### config.mk
export PLATFORM = sky130hd
export DESIGN_NAME = linear_accumulator
export DESIGN_NICKNAME = d
export VERILOG_FILES = /design/src/rtl/linear_pkg.sv /design/src/rtl/requant_stage.sv /design/src/rtl/linear_accumulator.sv
export SDC_FILE = /design/constraint.sdc
export NUM_CORES = 2
export LEC_CHECK = 0
export ABC_AREA = 1
export BUFFER_PORTS_ARGS = -buffer_cell sky130_fd_sc_hd__buf_2
export CORE_ASPECT_RATIO = 0.5
export CORE_MARGIN = 3
export CORE_UTILIZATION = 40
export CTS_BUF_LIST = sky130_fd_sc_hd__clkbuf_4
export DETAILED_ROUTE_END_ITERATION = 16
export PLACE_DENSITY_LB_ADDON = 0.3
export SLEW_MARGIN = 20
export SYNTH_ARGS = -nofsm -noshare
export SYNTH_HDL_FRONTEND = slang
export SYNTH_SLANG_ARGS = --single-unit
### constraint.sdc
create_clock -name clk -period 21.5 [get_ports clk]
set_clock_uncertainty 0.1 [all_clocks]
set_input_delay 0 -clock clk [delete_from_list [all_inputs] [get_ports clk]]
set_output_delay 0 -clock clk [all_outputs]
set_load 0.03 [all_outputs]
### src/rtl/linear_pkg.sv
// Shared types and widths for the linear (fully-connected) datapath.
package linear_pkg;

    localparam int unsigned ACC_W   = 32;
    localparam int unsigned PROD_W  = 48;
    localparam int unsigned ZP_W    = 8;
    localparam int unsigned MULT_W  = 16;
    localparam int unsigned SHIFT_W = 5;

    typedef enum logic [1:0] {
        ACCUM,
        CORRECT,
        SCALE,
        HOLD
    } acc_state_t;

endpackage

### src/rtl/requant_stage.sv
// Registered requantization: signed multiply by an unsigned multiplier, rounding
// arithmetic right shift (round half up) and clamp to an unsigned OUT_W-bit range.
module requant_stage
    import linear_pkg::*;
#(
    parameter int unsigned OUT_W = 8
) (
    input  logic               clk,
    input  logic               rst_n,
    input  logic               load,
    input  logic [ACC_W-1:0]   corr,
    input  logic [MULT_W-1:0]  mult,
    input  logic [SHIFT_W-1:0] shift,
    output logic [OUT_W-1:0]   out_data
);

    // One guard bit above PROD_W so the rounding add can never overflow.
    localparam int unsigned EXT_W = PROD_W + 1;
    localparam logic signed [EXT_W-1:0] MaxVal = EXT_W'((64'd1 << OUT_W) - 64'd1);

    logic signed [EXT_W-1:0] corr_ext;
    logic signed [EXT_W-1:0] mult_ext;
    logic signed [EXT_W-1:0] prod;
    logic signed [EXT_W-1:0] half;
    logic signed [EXT_W-1:0] rnd;
    logic [OUT_W-1:0]        clamped;
    logic [OUT_W-1:0]        out_data_q;

    always_comb begin
        corr_ext = {{(EXT_W - ACC_W){corr[ACC_W-1]}}, corr};
        mult_ext = {{(EXT_W - MULT_W){1'b0}}, mult};
        prod     = corr_ext * mult_ext;
        half     = '0;
        if (shift != '0) begin
            half[shift - SHIFT_W'(1)] = 1'b1;
        end
        rnd = (prod + half) >>> shift;
        if (rnd[EXT_W-1]) begin
            clamped = '0;
        end else if (rnd > MaxVal) begin
            clamped = '1;
        end else begin
            clamped = rnd[OUT_W-1:0];
        end
    end

    always_ff @(posedge clk or negedge rst_n) begin
        if (!rst_n) begin
            out_data_q <= '0;
        end else if (load) begin
            out_data_q <= clamped;
        end
    end

    assign out_data = out_data_q;

endmodule

### src/rtl/linear_accumulator.sv
// Accumulates BEATS multiplier beats into one neuron, applies zero-point and bias
// correction, requantizes and presents the activation on a valid/ready output.
module linear_accumulator
    import linear_pkg::*;
#(
    parameter int unsigned BEATS = 4,
    parameter int unsigned OUT_W = 8
) (
    input  logic               clk,
    input  logic               rst_n,
    input  logic               in_valid,
    output logic               in_ready,
    input  logic [ACC_W-1:0]   in_acc,
    input  logic [ACC_W-1:0]   in_ai,
    input  logic [ZP_W-1:0]    w_zp,
    input  logic [ACC_W-1:0]   bias,
    input  logic [MULT_W-1:0]  mult,
    input  logic [SHIFT_W-1:0] shift,
    output logic               out_valid,
    input  logic               out_ready,
    output logic [OUT_W-1:0]   out_data
);

    localparam int unsigned CntW = (BEATS > 1) ? $clog2(BEATS) : 1;
    localparam logic [CntW-1:0] LastBeat = CntW'(BEATS - 1);

    acc_state_t         state_q, state_d;
    logic [CntW-1:0]    beat_cnt_q, beat_cnt_d;
    logic [ACC_W-1:0]   sum_acc_q, sum_acc_d;
    logic [ACC_W-1:0]   sum_ai_q, sum_ai_d;
    logic [ZP_W-1:0]    w_zp_q, w_zp_d;
    logic [ACC_W-1:0]   bias_q, bias_d;
    logic [MULT_W-1:0]  mult_q, mult_d;
    logic [SHIFT_W-1:0] shift_q, shift_d;
    logic [ACC_W-1:0]   corr_q, corr_d;
    logic               out_valid_q, out_valid_d;
    logic               rq_load;
    logic [ACC_W-1:0]   zp_prod;

    // Truncation to ACC_W is intended: the correction is defined modulo 2^32.
    assign zp_prod = {{(ACC_W - ZP_W){1'b0}}, w_zp_q} * sum_ai_q;

    always_comb begin
        state_d     = state_q;
        beat_cnt_d  = beat_cnt_q;
        sum_acc_d   = sum_acc_q;
        sum_ai_d    = sum_ai_q;
        w_zp_d      = w_zp_q;
        bias_d      = bias_q;
        mult_d      = mult_q;
        shift_d     = shift_q;
        corr_d      = corr_q;
        out_valid_d = out_valid_q;
        rq_load     = 1'b0;

        unique case (state_q)
            ACCUM: begin
                if (in_valid) begin
                    sum_acc_d = sum_acc_q + in_acc;
                    sum_ai_d  = sum_ai_q + in_ai;
                    if (beat_cnt_q == LastBeat) begin
                        beat_cnt_d = '0;
                        w_zp_d     = w_zp;
                        bias_d     = bias;
                        mult_d     = mult;
                        shift_d    = shift;
                        state_d    = CORRECT;
                    end else begin
                        beat_cnt_d = beat_cnt_q + CntW'(1);
                    end
                end
            end
            CORRECT: begin
                corr_d  = sum_acc_q - zp_prod + bias_q;
                state_d = SCALE;
            end
            SCALE: begin
                rq_load     = 1'b1;
                out_valid_d = 1'b1;
                state_d     = HOLD;
            end
            HOLD: begin
                if (out_ready) begin
                    out_valid_d = 1'b0;
                    sum_acc_d   = '0;
                    sum_ai_d    = '0;
                    state_d     = ACCUM;
                end
            end
            default: state_d = ACCUM;
        endcase
    end

    always_ff @(posedge clk or negedge rst_n) begin
        if (!rst_n) begin
            state_q     <= ACCUM;
            beat_cnt_q  <= '0;
            sum_acc_q   <= '0;
            sum_ai_q    <= '0;
            w_zp_q      <= '0;
            bias_q      <= '0;
            mult_q      <= '0;
            shift_q     <= '0;
            corr_q      <= '0;
            out_valid_q <= 1'b0;
        end else begin
            state_q     <= state_d;
            beat_cnt_q  <= beat_cnt_d;
            sum_acc_q   <= sum_acc_d;
            sum_ai_q    <= sum_ai_d;
            w_zp_q      <= w_zp_d;
            bias_q      <= bias_d;
            mult_q      <= mult_d;
            shift_q     <= shift_d;
            corr_q      <= corr_d;
            out_valid_q <= out_valid_d;
        end
    end

    requant_stage #(
        .OUT_W(OUT_W)
    ) u_requant (
        .clk     (clk),
        .rst_n   (rst_n),
        .load    (rq_load),
        .corr    (corr_q),
        .mult    (mult_q),
        .shift   (shift_q),
        .out_data(out_data)
    );

    assign in_ready  = (state_q == ACCUM);
    assign out_valid = out_valid_q;

endmodule

==> results.yml <==
outcome:
  status: "completed"
critical_path:
  kind_of_cell_adding_the_most_delay_to_the_critical_path: "simple AND/OR/NAND/NOR gates"
  required_ns: 22.17
  critPathLaunchType: "flip-flop"
  critPathBufInv: 10
  cp_max_fo: 51
  ff2ff_setup_slack_ns: 13.00
  critical-path-max-stage-delay_ns: 0.55
  worstPathArrival_ns: 9.16
  most_common_cell_type_on_the_critical_path: "sky130_fd_sc_hd__nand2_1"
  worstSetupPathType: "reg2reg"
  worst_setup_path_end_kind: "flip-flop"
  timing.critical_path.slowest_stage_cell: "sky130_fd_sc_hd__fa_1"
yosys:
  synthesis.yosys.warnings: 0
  synthTopCellsByCount: "1670 x sky130_fd_sc_hd__nand2_1, 1487 x sky130_fd_sc_hd__inv_1, 738 x sky130_fd_sc_hd__fa_1"
  yosysMostFrequentCell: "sky130_fd_sc_hd__nand2_1"
  synth.largest_area_cell: "sky130_fd_sc_hd__fa_1"
  synth_fp_nets: 6827
  synthesis.instances: 5727
  yosys.area.top_type_share: 0.356
  synth.cell_area_um2: 41500
  synth_enable_flop_cells: 0
  ys_seq_elements: 170
  synth_async_sr_flop_share: 1.00
  primary_flip_flop_cell_chosen_by_synthesis_mapping: "sky130_fd_sc_hd__dfrtp_1"
  synth_sequential_area_ratio: 0.103
  avgSynthCellArea_um2: 7.24
  yosys-top-cells-area: "sky130_fd_sc_hd__fa_1 36%, sky130_fd_sc_hd__nand2_1 15%, sky130_fd_sc_hd__inv_1 13%"
  count_of_unique_library_cells_instantiated_by_yosys: 50
routing:
  routedWlPerCell_um: 16.3
  drt-total-wl_um: 119000
  ant_nets: 0
  route.detailed.drc: 0
  detailedRoute.firstPassIterationCount: 8
  drt_iter0_drc: 2713
  post_drt_via_cell_ratio: 4.93
  num_vias: 36200
global_route:
  grt_first_pass_wirelength_um: 198000
  antenna_violations_before_repair: 4
  grt_start_max_net_pins: 79
  first_global_vias: 37600
  track_usage: 0.230
  grt.overflow.total: 0
floorplanning:
  starting_density_of_the_core: 0.409
  fp.dieW_um: 461
  core_area_um2: 101000
  top_level_ports: 139
  rows: 82
  die_area_um2: 108000
  floorplan.die.height_um: 234
timing:
  slew_headroom: 0.329
  worst_pin_slew_ns: 1.01
  setup_viol_count_final: 0
  grt_setup_unrepaired: "false"
  part_of_the_cycle_the_worst_path_needs: 0.395
  fmax_mhz: 118
  totalNegativeSetupSlack_ns: 0
  fin_crit_ns: 8.50
  maxSlewViolCount: 0
  finalHoldViolations: 0
cts:
  cts.htree.levels: 4
  clk_pin_slew_worst_paths_ns: 0.19
  clock_tree_from_tritoncts: "built"
  cts_sinks: 170
  cts_root_buffer: "sky130_fd_sc_hd__clkbuf_4"
  clock_latency_late_sink_ns: 0.85
  ctsLongestPathBuffers: 2
  numCtsBuffers: 17
  cts.repair_timing.setup_buffer_count: 0
placement:
  detailed_place_hpwl_um: 97100
  gp_congestion: 1.03
  io_buffer_count: 138
min_path:
  hold_path.class: "in2reg"
flow_run:
  timing.max_cap.violations: 0
layout:
  final_layout_size_suffix_gt1_frac: 0.0556
  fin_nets: 7081
  area_growth_syn_to_fin_pct: 12.5
## layout make-up
| class | instances | area [µm²] |
|---|---|---|
| Antenna cell | 10 | 25.0 |
| Clock buffer | 18 | 135 |
| Clock inverter | 14 | 206 |
| Fill cell | 10100 | 54800 |
| Inverter | 1498 | 5620 |
| Multi-Input combinational cell | 3807 | 30600 |
| Sequential cell | 170 | 4260 |
| Tap cell | 1344 | 1680 |
| Timing Repair Buffer | 487 | 4110 |
## logic make-up after synthesis
family                     synth area share
adders and majority gates             0.427
and+or+nand+nor                       0.230
muxes                                0.0154
DFF                                   0.103
other                             0.0000904
buffers and inverters                 0.159
xor gates and xnor gates             0.0163
AOI/OAI and AO/OA                    0.0504
## timing repair
item / in CTS / in global routing
hold buffers: 309 / 0
endpoints found under the hold margin: 300 / 0
resized for setup: 0 / 0
## cell usage in the layout, fill, tap and decap left out, types with 4 or more instances in the layout
cell	count
sky130_fd_sc_hd__diode_2	10
sky130_fd_sc_hd__fa_1	738
sky130_fd_sc_hd__nand2_1	1669
sky130_fd_sc_hd__a31oi_1	9
sky130_fd_sc_hd__inv_1	1487
sky130_fd_sc_hd__inv_2	5
sky130_fd_sc_hd__o21ai_0	128
sky130_fd_sc_hd__or2_2	6
sky130_fd_sc_hd__ha_1	232
sky130_fd_sc_hd__nor2_1	190
sky130_fd_sc_hd__buf_4	40
sky130_fd_sc_hd__and2_1	8
sky130_fd_sc_hd__nand2_2	13
sky130_fd_sc_hd__a21o_1	5
sky130_fd_sc_hd__o31ai_1	20
sky130_fd_sc_hd__o21ai_1	20
sky130_fd_sc_hd__a221oi_1	4
sky130_fd_sc_hd__clkinv_1	6
sky130_fd_sc_hd__nand3_1	344
sky130_fd_sc_hd__nor3_1	10
sky130_fd_sc_hd__xnor2_1	31
sky130_fd_sc_hd__a21boi_0	5
sky130_fd_sc_hd__nor2_2	17
sky130_fd_sc_hd__dfrtp_1	168
sky130_fd_sc_hd__a21oi_1	152
sky130_fd_sc_hd__nand3_2	14
sky130_fd_sc_hd__xor2_1	46
sky130_fd_sc_hd__dlygate4sd3_1	308
sky130_fd_sc_hd__nand4_1	41
sky130_fd_sc_hd__o221ai_1	5
sky130_fd_sc_hd__mux2_2	56
sky130_fd_sc_hd__clkbuf_4	18
sky130_fd_sc_hd__o21bai_1	9
sky130_fd_sc_hd__buf_2	137
## state kept, by name, summed over array words and instances, names as in the netlist, 5 cells and up
| register | count |
|---|---|
| bias_q | 32 |
| corr_q | 32 |
| mult_q | 16 |
| shift_q | 5 |
| sum_acc_q | 32 |
| sum_ai_q | 32 |
| u_requant.out_data | 8 |
| w_zp_q | 8 |
## through the flow
step                      utilization  hold slack, ns  instances  area (µm²)  worst slack, ns
final                           0.460           0.115       7348       46700            13.00
after global routing            0.460          0.0431       7348       46700            12.17
after CTS                       0.460       0.0000773       7338       46600            13.06
after detailed placement        0.426          -0.122       6997       43200            13.11
after global placement          0.426          -0.119       6997       43200            13.19
after floorplan                     -          -0.396       5727       41500            14.61
## metal layers
| metal | track usage | wire [µm] | vias up |
|---|---|---|---|
| met5 | 0 | 0 | - |
| met4 | 0.0462 | 1590 | 0 |
| met3 | 0.0279 | 6220 | 117 |
| met2 | 0.384 | 55700 | 1012 |
| met1 | 0.323 | 55900 | 17800 |
| li1 | - | - | 17200 |
## final timing paths
check,start,end,cells past startpoint
hold / removal,in_acc[5],sum_acc_q[5],5
hold reg to reg,u_requant.out_data[4],u_requant.out_data[4],2
setup / recovery,shift_q[1],u_requant.out_data[2],45
min in group asynchronous,rst_n,sum_ai_q[18],4
max in group asynchronous,rst_n,corr_q[31],4
setup reg to reg,shift_q[1],u_requant.out_data[2],45
## worst reg2reg max path: cells and delay by family, from the launching register on
kind                     cells  cell delay [ns]
flip-flops                   1             0.36
AND/OR/NAND/NOR             28             3.59
adder cells (fa/ha/maj)      7             2.78
buffers and inverters       10             1.59
Power is left out: the tool's default activity adds up to more than one toggle a clock period on the data nets, which glitch-free logic cannot reach.
